### src/rtl/cpu_pkg.sv
// Shared core definitions: datapath widths, reset/halt encodings and the fetch state type.
package cpu_pkg;

  localparam int unsigned ADDR_W_DEF  = 32;
  localparam int unsigned INSTR_W_DEF = 32;
  localparam int unsigned CNT_W_DEF   = 16;

  localparam logic [ADDR_W_DEF-1:0]  RESET_PC_DEF   = '0;
  localparam logic [INSTR_W_DEF-1:0] HALT_INSTR_DEF = '1;

  typedef enum logic [1:0] {
    BOOT,
    RUN,
    HALTED
  } fetch_state_t;

endpackage

### src/rtl/fetch_stage_if.sv
// Fetch-stage bus: instruction-memory read path, decode controls and IF/ID outputs.
interface fetch_stage_if
  import cpu_pkg::*;
#(
  parameter int unsigned ADDR_W  = ADDR_W_DEF,
  parameter int unsigned INSTR_W = INSTR_W_DEF,
  parameter int unsigned CNT_W   = CNT_W_DEF
);

  logic [ADDR_W-1:0]  imem_addr;
  logic [INSTR_W-1:0] imem_instr;
  logic               stall;
  logic               redirect_valid;
  logic [ADDR_W-1:0]  redirect_pc;
  logic               if_id_valid;
  logic [INSTR_W-1:0] if_id_instr;
  logic [ADDR_W-1:0]  if_id_pc;
  logic               halted;
  logic [CNT_W-1:0]   fetch_count;

  modport master (
    output imem_addr,
    input  imem_instr,
    input  stall,
    input  redirect_valid,
    input  redirect_pc,
    output if_id_valid,
    output if_id_instr,
    output if_id_pc,
    output halted,
    output fetch_count
  );

  modport slave (
    input  imem_addr,
    output imem_instr,
    output stall,
    output redirect_valid,
    output redirect_pc,
    input  if_id_valid,
    input  if_id_instr,
    input  if_id_pc,
    input  halted,
    input  fetch_count
  );

endinterface

### src/rtl/if_id_reg.sv
// IF/ID pipeline register: load captures a fetched word, bubble drops valid, otherwise hold.
module if_id_reg #(
  parameter int unsigned ADDR_W  = 32,
  parameter int unsigned INSTR_W = 32
) (
  input  logic               clk,
  input  logic               reset,
  input  logic               load,
  input  logic               bubble,
  input  logic [ADDR_W-1:0]  pc_in,
  input  logic [INSTR_W-1:0] instr_in,
  output logic               valid,
  output logic [INSTR_W-1:0] instr,
  output logic [ADDR_W-1:0]  pc
);

  // A bubble keeps the stale instr/pc; only the valid bit is dropped.
  always_ff @(posedge clk or posedge reset) begin
    if (reset) begin
      valid <= 1'b0;
      instr <= '0;
      pc    <= '0;
    end else if (bubble) begin
      valid <= 1'b0;
    end else if (load) begin
      valid <= 1'b1;
      instr <= instr_in;
      pc    <= pc_in;
    end
  end

endmodule

### src/rtl/fetch_stage.sv
// Instruction fetch: owns the PC, drives instruction memory, fills IF/ID, handles redirect/stall/HALT.
module fetch_stage
  import cpu_pkg::*;
#(
  parameter int unsigned        ADDR_W     = ADDR_W_DEF,
  parameter int unsigned        INSTR_W    = INSTR_W_DEF,
  parameter logic [ADDR_W-1:0]  RESET_PC   = '0,
  parameter logic [INSTR_W-1:0] HALT_INSTR = '1,
  parameter int unsigned        CNT_W      = CNT_W_DEF
) (
  input  logic          clk,
  input  logic          reset,
  fetch_stage_if.master bus
);

  fetch_state_t       state, state_next;
  logic [ADDR_W-1:0]  pc, pc_next;
  logic [CNT_W-1:0]   cnt;
  logic               load, bubble, cnt_inc;
  logic               v_q;
  logic [INSTR_W-1:0] instr_q;
  logic [ADDR_W-1:0]  ipc_q;

  always_ff @(posedge clk or posedge reset) begin
    if (reset) begin
      state <= BOOT;
      pc    <= RESET_PC;
    end else begin
      state <= state_next;
      pc    <= pc_next;
    end
  end

  // Redirect outranks stall in every state; HALT latches the word but freezes the PC.
  always_comb begin
    state_next = state;
    pc_next    = pc;
    load       = 1'b0;
    bubble     = 1'b0;
    cnt_inc    = 1'b0;
    unique case (state)
      BOOT: begin
        state_next = RUN;
        if (bus.redirect_valid) pc_next = bus.redirect_pc;
      end
      RUN: begin
        if (bus.redirect_valid) begin
          pc_next = bus.redirect_pc;
          bubble  = 1'b1;
        end else if (!bus.stall) begin
          load    = 1'b1;
          cnt_inc = 1'b1;
          if (bus.imem_instr == HALT_INSTR) state_next = HALTED;
          else                              pc_next    = pc + ADDR_W'(1);
        end
      end
      HALTED: begin
        if (bus.redirect_valid) begin
          pc_next    = bus.redirect_pc;
          state_next = RUN;
          bubble     = 1'b1;
        end else if (!bus.stall) begin
          bubble = 1'b1;
        end
      end
      default: state_next = BOOT;
    endcase
  end

  always_ff @(posedge clk or posedge reset) begin
    if (reset)                     cnt <= '0;
    else if (cnt_inc && cnt != '1) cnt <= cnt + CNT_W'(1);
  end

  if_id_reg #(
    .ADDR_W  (ADDR_W),
    .INSTR_W (INSTR_W)
  ) u_if_id (
    .clk      (clk),
    .reset    (reset),
    .load     (load),
    .bubble   (bubble),
    .pc_in    (pc),
    .instr_in (bus.imem_instr),
    .valid    (v_q),
    .instr    (instr_q),
    .pc       (ipc_q)
  );

  assign bus.imem_addr   = pc;
  assign bus.if_id_valid = v_q;
  assign bus.if_id_instr = instr_q;
  assign bus.if_id_pc    = ipc_q;
  assign bus.halted      = (state == HALTED);
  assign bus.fetch_count = cnt;

endmodule

### src/flat_wrapper.sv
// flat-port wrapper written by rule: the top's interface ports become plain ports
module fetch_stage_flat import cpu_pkg::*;
#(
  parameter int unsigned        ADDR_W     = ADDR_W_DEF,
  parameter int unsigned        INSTR_W    = INSTR_W_DEF,
  parameter logic [ADDR_W-1:0]  RESET_PC   = '0,
  parameter logic [INSTR_W-1:0] HALT_INSTR = '1,
  parameter int unsigned        CNT_W      = CNT_W_DEF
)
  (clk, reset, bus_imem_addr, bus_imem_instr, bus_stall, bus_redirect_valid, bus_redirect_pc, bus_if_id_valid, bus_if_id_instr, bus_if_id_pc, bus_halted, bus_fetch_count);
  fetch_stage_if #(.ADDR_W(ADDR_W), .INSTR_W(INSTR_W), .CNT_W(CNT_W)) bus_i ();
  input  logic clk;
  input  logic reset;
  output wire logic [$bits(bus_i.imem_addr)-1:0] bus_imem_addr;
  input wire logic [$bits(bus_i.imem_instr)-1:0] bus_imem_instr;
  input wire logic [$bits(bus_i.stall)-1:0] bus_stall;
  input wire logic [$bits(bus_i.redirect_valid)-1:0] bus_redirect_valid;
  input wire logic [$bits(bus_i.redirect_pc)-1:0] bus_redirect_pc;
  output wire logic [$bits(bus_i.if_id_valid)-1:0] bus_if_id_valid;
  output wire logic [$bits(bus_i.if_id_instr)-1:0] bus_if_id_instr;
  output wire logic [$bits(bus_i.if_id_pc)-1:0] bus_if_id_pc;
  output wire logic [$bits(bus_i.halted)-1:0] bus_halted;
  output wire logic [$bits(bus_i.fetch_count)-1:0] bus_fetch_count;
  assign bus_imem_addr = bus_i.imem_addr;
  assign bus_i.imem_instr = bus_imem_instr;
  assign bus_i.stall = bus_stall;
  assign bus_i.redirect_valid = bus_redirect_valid;
  assign bus_i.redirect_pc = bus_redirect_pc;
  assign bus_if_id_valid = bus_i.if_id_valid;
  assign bus_if_id_instr = bus_i.if_id_instr;
  assign bus_if_id_pc = bus_i.if_id_pc;
  assign bus_halted = bus_i.halted;
  assign bus_fetch_count = bus_i.fetch_count;
  fetch_stage #(.ADDR_W(ADDR_W), .INSTR_W(INSTR_W), .RESET_PC(RESET_PC), .HALT_INSTR(HALT_INSTR), .CNT_W(CNT_W)) u_core (.clk(clk), .reset(reset), .bus(bus_i));
endmodule
### config.mk
export PLATFORM = sky130hd
export DESIGN_NAME = fetch_stage_flat
export DESIGN_NICKNAME = d
export VERILOG_FILES = /design/src/rtl/cpu_pkg.sv /design/src/rtl/fetch_stage_if.sv /design/src/rtl/if_id_reg.sv /design/src/rtl/fetch_stage.sv /design/src/flat_wrapper.sv
export SDC_FILE = /design/constraint.sdc
export NUM_CORES = 1
export LEC_CHECK = 0
export ABC_AREA = 1
export CAP_MARGIN = 20
export CORE_MARGIN = 2
export CORE_UTILIZATION = 48
export DETAILED_ROUTE_END_ITERATION = 10
export GPL_TIMING_DRIVEN = 0
export PLACE_DENSITY = 0.92
export SYNTH_ARGS = -nofsm -noshare
export SYNTH_HDL_FRONTEND = slang
export SYNTH_SLANG_ARGS = --single-unit
export TNS_END_PERCENT = 5
### constraint.sdc
create_clock -name clk -period 4.9 [get_ports clk]
set_clock_uncertainty 0.2 [all_clocks]
set_input_delay 0.49 -clock clk [delete_from_list [all_inputs] [get_ports clk]]
set_output_delay 0.49 -clock clk [all_outputs]
set_load 0.1 [all_outputs]
==> After elaboration in Yosys (flattened, before gate mapping) <==
Cells that the tools add are included.
{ "totals": {"register_bits": 115, "input_bits": 68, "output_inout_bits": 114, "elab_cells": 46} }
{ "op_classes": {"addsub": 2, "n_eq_ne": 11, "mux": 18, "bitwise": 1, "reduce_logical": 8} }
{ "ops": {"columns": ["cell", "count"], "rows": [
  ["$mux 32", 4],
  ["$pmux 32 s2", 1],
  ["$add 32x1->32 const B", 1],
  ["$eq 32x32->1 const B", 1],
  ["$add 16x1->16 const B", 1],
  ["$ne 16x16->1 const B", 1],
  ["$mux 2", 4],
  ["$reduce_and 4->1", 2],
  ["$mux 1", 7],
  ["$ne 2x2->1 const B", 3],
  ["$ne 3x3->1 const B", 2],
  ["$pmux 2 s3", 1],
  ["$ne 2x1->1 const B", 2],
  ["$reduce_bool 2->1", 2],
  ["$eq 2x1->1 const B", 1],
  ["$eq 2x2->1 const B", 1],
  ["$logic_not 2->1", 1],
  ["$pmux 1 s2", 1],
  ["$reduce_and 2->1", 1],
  ["$reduce_or 2->1", 1],
  ["$logic_and 1x1->1", 1],
  ["$not 1->1", 1]
]} }

==> Logic depth before layout (Yosys ltp) <==
Gate-level depths: netlist of the first run.
{ "depth": {"ltp_word": 5, "depth_mapped": 11, "depth_no_buf": 11} }

==> Modules after synthesis <==
Synthesis of the first run repeated with hierarchy kept, for this count alone.
{ "hier_totals": {"hier_cells": 844, "area_unflattened_um2": 6371.1} }
{ "modules_own_cells": {"columns": ["module", "instances", "cells_per_inst", "area_each_um2", "seq_area_each_um2"], "rows": [
  ["fetch_stage", 1, 561, 3758.6, 1251.2],
  ["if_id_reg", 1, 283, 2612.5, 1626.6]
]} }

==> Worst setup path after synthesis of the first run <==
Ideal clock, no wire load.
{ "synth_path": {"kind": "register to register", "start": "register u_core.state[0]", "end": "register u_core.u_if_id.pc[2]", "setup_time_ns": 0.127, "arrival_ns": 2.255, "required_ns": 4.573, "path_slack_ns": 2.318, "stages_incl_launch_ff": 9, "path_buffers": 2, "synth_period_minus_slack_ns": 2.582, "path_cell_list": "dfrtp_1 -> inv_1 -> ha_1 -> o21bai_1 -> nand2_1 -> nand2_1 -> buf_6 -> buf_8 -> mux2_4"} }
{ "synth_between": {"elab_chain_cells": 4, "word_cells_on_any_way": 6, "cone_classes": "eq/ne: 2; mux: 2; bitwise: 1; reduce/logical: 1"} }
{ "synth_rtl": {"columns": ["element", "line_no", "rtl"], "rows": [
  ["from (decl)", "fetch_stage.sv:16", "fetch_state_t state, state_next;"],
  ["from (signal assigned)", "fetch_stage.sv:29", "state <= state_next;"],
  ["$eq 2x2->1", null, null],
  ["named net bus_halted", "flat_wrapper.sv:22", "output wire logic [$bits(bus_i.halted)-1:0] bus_halted;"],
  ["$pmux 1 s2", "fetch_stage.sv:41", "unique case (state)"],
  ["$not 1->1 (no line)", null, null],
  ["$reduce_and 2->1 (no line)", null, null],
  ["to (signal assigned)", "if_id_reg.sv:28", "pc <= pc_in;"],
  ["to (decl)", "if_id_reg.sv:14", "output logic [ADDR_W-1:0] pc"]
]} }
The timed path passes the listed nets, and every way through them passes these cells.
A chain may end at the register's enable or synchronous reset.

==> Final worst setup path of the first run <==
{ "layout_path": {"start": "register u_core.state[0]", "end": "output bus_halted"} }
{ "layout_between": {"elab_chain_cells": 1} }
{ "layout_rtl": {"columns": ["element", "line_no", "rtl"], "rows": [
  ["$eq 2x2->1", "fetch_stage.sv:94", "assign bus.halted = (state == HALTED);"],
  ["to (decl)", "flat_wrapper.sv:22", null]
]} }
Every way passes these cells.

==> run_results.csv, run 1 <==
group,metric,value,unit
clocking,clock_latency,0.42,ns
finish,syn2layout_area_growth,41.7,%
synthesis,ys_ff_latch,115,
pwr,p_leak,4.14,nW
synthesis,yosysMostFrequentCell,"nand2_1",
global_route,gr-usage-all-layers,27.0,%
worst_setup_path,critPathRequiredTime,4.21,ns
pwr,peakVddDrop,0.265,mV
placement,io_buffers,181,
synthesis,yosysTopAreaCellShare,45.7,%
synthesis,synth_top_cell_by_area,"dfrtp_1",
finish,multiInputGateArea,3020,µm²
worst_setup_path,path_class,"flip-flop to primary output",
clocking,clk_path_buf_depth,2,
timing,hold_viol_final,0,
global_route,busiest_layer,"met2",
synthesis,synth_edf_count,0,
global_route,met2_usage,46.1,%
global_route,grt_pass1_vias,5893,
timing,finalCritPeriodShare,61.3,%
flow_run,maxCapViolations,0,
clocking,cts_tree,"done",
pwr,power_density,526,nW/µm²
finish,fillerInstances,994,
worst_setup_path,cp-end-kind,"primary output",
pwr,power_frac_clock,25.4,%
global_route,grt_pass1_wl,29.8,mm
hold_path,min_to,"u_core.u_if_id.pc[13]",
die,rows,41,
detailed_routing,routed_wl,18.5,mm
clocking,h-tree-depth,4,
detailed_routing,drtIter0Drc,568,
finish,diodes,0,
clocking,ctsResizeCount,0,
synthesis,syn_nets,873,
finish,final_layout_size_suffix_gt1_share,11.4,%
synthesis,syn_avg_cell_area,7.86,µm²
finish,final-seq-area,2880,µm²
placement,gp_congestion,0.986,
worst_setup_path,timing.rr.start,"u_core.state[0]",
clocking,clkSlewWorstSetupHoldPaths,0.06,ns
global_route,grt_max_degree,71,
finish,fin_util,70.1,%
pwr,p_int,2.42,mW
worst_setup_path,cp_data_arrival_time,2.32,ns
clocking,cts_made_buffers,17,
worst_setup_path,rrSetupSlack,2.60,ns
timing,hold_ws,0.284,ns
detailed_routing,ant_nets,0,
synthesis,synthCells,800,
clocking,clock_sink_count,115,
hold_path,hold_path_class,"flip-flop to flip-flop",
die,die-area,14000,µm²
pwr,p_comb_share,46.8,%
timing,worst_slew_pin_slew,1.05,ns
outcome,status,"complete, no violations",
global_route,grt_overflow_total,0,
die,core,12700,µm²
synthesis,yosys_warnings,0,
synthesis,synth-seq-area-share,45.7,%
synthesis,synth_area,6290,µm²
hold_path,hp-start,"u_core.u_if_id.pc[13]",
timing,max_slew_margin,29.8,%
worst_setup_path,crit_fanout,4,
global_route,antenna_found_initial,0,
detailed_routing,route.detailed.drc,0,
synthesis,postSynth.asyncResetShare,100,%
synthesis,ys_top_cells_by_count,"nand2_1 (331), dfrtp_1 (115), nor2_1 (68)",
synthesis,synth_ff_type,"dfrtp_1",
die,start_util,49.4,%
synthesis,synth_cell_type_count,35,
finish,nets,1074,
timing,max_freq,333,MHz
pwr,swShare,48.3,%
die,die_x,118,µm
timing,setup_viol,0,
detailed_routing,routedWlPerCell,15.6,µm
die,io_pins,182,
global_route,grt_use_met1,32.0,%
pwr,net-switching-power,2.27,mW
hold_path,worstHoldPathCells,2,
pwr,seqPwrFrac,27.8,%
detailed_routing,vias_per_cell,5.09,
detailed_routing,vias,6023,
clocking,cts-root-buf,"clkbuf_16",
worst_setup_path,r2r_cells,11,
clocking,post_cts_buffers,0,
timing,final.min_clock_period,3.01,ns
detailed_routing,dr.pass1.iters,5,
clocking,cts_hold_buf,0,
synthesis,synthTopCellsByArea,"dfrtp_1 (46%), nand2_1 (20%), mux2_4 (5.7%)",
global_route,use_met3,6.08,%
timing,grt_setup_unrepaired,"false",
worst_setup_path,cp-start-kind,"flip-flop",
die,die-height,118,µm
worst_setup_path,r2r_end,"u_core.bus.imem_addr[10]",
placement,dp_hpwl,13.8,mm
timing,slew_viol_final,0,
cell usage in the layout (no fill, tap or decap), types with 4 or more instances in the layout:
master	instances
buf_2	10
nor2_4	5
clkdlybuf4s50_1	181
clkbuf_16	17
nand3_1	55
nor2_2	4
mux2_4	24
ha_1	5
xor2_1	10
inv_1	52
o21ai_2	5
clkinvlp_4	4
xnor2_1	7
inv_2	6
dfrtp_1	115
nor2_1	68
clkinv_2	4
o21ai_0	51
buf_6	5
nand2_2	6
clkbuf_1	5
mux2_2	12
nand4_1	4
nand2_1	331
registers in the layout, summed over array words and instances, names as in the netlist:
register	count
u_core.bus.imem_addr	32
u_core.u_if_id.instr	32
u_core.u_if_id.pc	32
u_core.bus.fetch_count	16
u_core.state	2
u_core.u_if_id.valid	1
per-stage QoR:
stage,TNS [ns],instances,area [µm²],total power [mW],setup slack (ns)
after floorplan,0,800,6290,2.93,1.17
after global placement,-45.19,1153,8320,3.47,-0.400
after detailed placement,0,1154,8350,3.51,2.34
after CTS,0,1184,8910,4.70,1.89
after global routing,0,1184,8910,4.84,1.80
final,0,1184,8910,4.69,1.89
layout make-up:
cell class              count  share of cell area (%)
clock inverters            10                    1.24
plain buffers              24                    1.91
well taps                 172                    2.41
flip-flops and latches    115                    32.3
clock buffers              20                    5.12
repair buffers            182                    20.6
multi-input cells         601                    33.9
inverters                  60                    2.55
metal layers:
metal / share of wire, % / vias to the layer above / wire (µm)
li1: - / 2923 / -
met1: 39 / 2797 / 7240
met2: 50 / 244 / 9270
met3: 6.5 / 59 / 1200
met4: 4.3 / 0 / 799
met5: 0 / - / 0
power groups by stage:
stage / Sequential (mW) / Combinational [mW] / Clock, mW
3_5_place_dp: 1.31 / 2.20 / 0
6_report: 1.30 / 2.20 / 1.19
3_3_place_gp: 1.30 / 2.16 / 0
5_1_grt: 1.33 / 2.27 / 1.25
4_1_cts: 1.30 / 2.20 / 1.20
2_1_floorplan: 2.59 / 0.347 / 0
kinds of logic after synthesis:
group           Yosys count  share of synthesized area, %
xor+xnor                 17                          2.37
mux                      36                          7.88
buf+inv                  84                          6.28
simple gates            481                          31.4
compound gates           62                          5.31
flops                   115                          45.7
fa+ha+maj                 5                         0.994
worst max-delay path: stages, from the launching register on:
cell and delay, ns:
dfrtp_1 0.40, inv_1 0.11, ha_1 0.22, clkdlybuf4s50_1 1.17
worst max-delay path by stage:
stage / cells after the start / to / from
3_5_place_dp: 3 / bus_halted / u_core.state[0]
3_3_place_gp: 2 / u_core.bus.imem_addr[0] / reset
4_1_cts: 3 / bus_halted / u_core.state[0]
2_1_floorplan: 1 / u_core.bus.fetch_count[0] / reset
6_report: 3 / bus_halted / u_core.state[0]
5_1_grt: 3 / bus_halted / u_core.state[0]
Note: power is estimated with default switching activity, not from simulation.
==> inputs of run 2 (changes only) <==
clock period = 3.05 ns   (was 4.9 ns; I/O delays follow)
==> run 2 against run 1 <==
Compared with the run above:
- global-route usage rose by 0.44 points
- sequential power rose by 61%
- flip-flop and latch count is the same
- clock-buffer cell count rose by 6
- design area about the same
- utilization is essentially flat
- sequential share of layout area about the same
- critical endpoint unchanged
==> run_results.csv, run 2 (synthesis gave the netlist of run 1 again) <==
group,metric,value,unit
pwr,power_density,839,nW/µm²
worst_setup_path,cp-start-kind,"flip-flop",
worst_setup_path,r2r_cells,11,
detailed_routing,routed_wl,18.8,mm
clocking,ctsResizeCount,0,
die,core,12700,µm²
timing,max_freq,353,MHz
clocking,clock_sink_count,115,
clocking,cts-root-buf,"clkbuf_16",
worst_setup_path,worstPathBufferInverterCount,2,
clocking,post_cts_buffers,0,
worst_setup_path,path_delay_family,"buffers and inverters",
worst_setup_path,crit_fanout,4,
hold_path,hold_path_class,"input pin to asynchronous set/reset pin",
clocking,cts_made_buffers,17,
clocking,cts_hold_buf,0,
timing,worst_slew_pin_slew,1.05,ns
die,die_x,118,µm
finish,nets,1075,
timing,slew_viol_final,0,
finish,syn2layout_area_growth,41.6,%
placement,gp_congestion,0.993,
worst_setup_path,path_cells,"inv_1 > ha_1 > clkdlybuf4s50_1",
worst_setup_path,path_class,"flip-flop to primary output",
timing,grt_setup_unrepaired,"false",
flow_run,maxCapViolations,0,
outcome,status,"complete, no violations",
die,rows,41,
global_route,grt_max_degree,43,
clocking,clk_path_buf_depth,2,
clocking,clkSlewWorstSetupHoldPaths,0.05,ns
die,start_util,49.4,%
timing,finalCritPeriodShare,92.9,%
die,io_pins,182,
pwr,peakVddDrop,0.409,mV
global_route,grt_pass1_wl,30.3,mm
finish,final_common_cell,"nand2_1",
finish,final_cell_mix,"nand2_1 (331), clkdlybuf4s50_1 (181), dfrtp_1 (115)",
timing,worst_slack,0.215,ns
finish,diodes,0,
detailed_routing,routedWlPerCell,15.8,µm
worst_setup_path,cp-end-kind,"primary output",
detailed_routing,route.detailed.drc,0,
placement,dp_hpwl,14.2,mm
timing,fin_tns_setup,0,ns
timing,final.min_clock_period,2.83,ns
finish,final_layout_size_suffix_gt1_share,11.1,%
clocking,cts_tree,"done",
worst_setup_path,crit_cells,3,
worst_setup_path,cp_data_arrival_time,2.33,ns
global_route,grt_overflow_total,0,
detailed_routing,drtIter0Drc,634,
global_route,gr-usage-all-layers,27.5,%
pwr,p_leak,4.15,nW
worst_setup_path,critPathRequiredTime,2.54,ns
timing,max_slew_margin,29.6,%
timing,hold_ws,0.202,ns
clocking,clock_latency,0.41,ns
detailed_routing,dr.pass1.iters,5,
detailed_routing,ant_nets,0,
placement,dp_slack,0.661,ns
worst_setup_path,critPathSlowestCell,"clkdlybuf4s50_1",
worst_setup_path,cp_slowest_stage_delay,1.17,ns
clocking,h-tree-depth,4,
global_route,antenna_found_initial,0,
timing,hold_viol_final,0,
timing,setup_viol,0,
placement,io_buffers,181,
detailed_routing,vias_per_cell,5.15,
die,die-height,118,µm
detailed_routing,vias,6106,
die,die-area,14000,µm²
global_route,grt_pass1_vias,5857,
[run 2: layout make-up]
class	count	area (µm²)
Multi-Input combinational cell	601	3020
Fill cell	986	3810
Buffer	24	170
Clock inverter	5	50.0
Timing Repair Buffer	183	1850
Inverter	60	229
Tap cell	172	215
Clock buffer	26	499
Sequential cell	115	2880
[run 2: metal layers]
metal	share of wire [%]	vias up	GRT usage, %
li1	-	2942	-
met5	0	-	0
met4	3.3	0	11.6
met1	40	2863	33.7
met3	5.6	43	5.89
met2	51	258	46.7
[run 2: path summary, 6_finish.rpt]
kind | startpoint | to | slack, ns
worst min register to register | u_core.u_if_id.pc[13] | u_core.u_if_id.pc[13] | 0.29
worst max-delay path | u_core.state[0] | bus_halted | 0.22
max in group asynchronous | reset | u_core.u_if_id.pc[30] | 1.78
min in group clk | u_core.u_if_id.pc[13] | u_core.u_if_id.pc[13] | 0.29
worst max register to register | u_core.state[0] | u_core.bus.imem_addr[12] | 0.72
worst min-delay path | reset | u_core.u_if_id.instr[2] | 0.20
[run 2: worst reg2reg max path, cell delays in order, from the launching register on]
cell and delay (ns):
dfrtp_1 0.39, inv_1 0.10, ha_1 0.25, nor2_1 0.13
inv_1 0.07, nor2_2 0.17, clkinv_1 0.24, clkbuf_1 0.34
nand2_1 0.17, nand2_1 0.06, nand2_1 0.06, nand2_1 0.05
[run 2: where the power goes]
group          total, mW  internal (mW)  switching [mW]
Clock               1.85           1.19           0.650
Combinational       3.54          0.852            2.68
Sequential          2.09           1.82           0.279
Total               7.48           3.86            3.61
[run 2: metrics by stage]
| step | total power [mW] | std cells | utilization, % | cell area (µm²) |
|---|---|---|---|---|
| 2_1_floorplan | 4.72 | 800 | - | 6290 |
| 4_1_cts | 7.50 | 1186 | 70.0 | 8910 |
| 6_report | 7.48 | 1186 | 70.0 | 8910 |
| 5_1_grt | 7.73 | 1186 | 70.0 | 8910 |
| 3_3_place_gp | 5.57 | 1153 | 65.4 | 8320 |
| 3_5_place_dp | 5.64 | 1155 | 65.7 | 8360 |
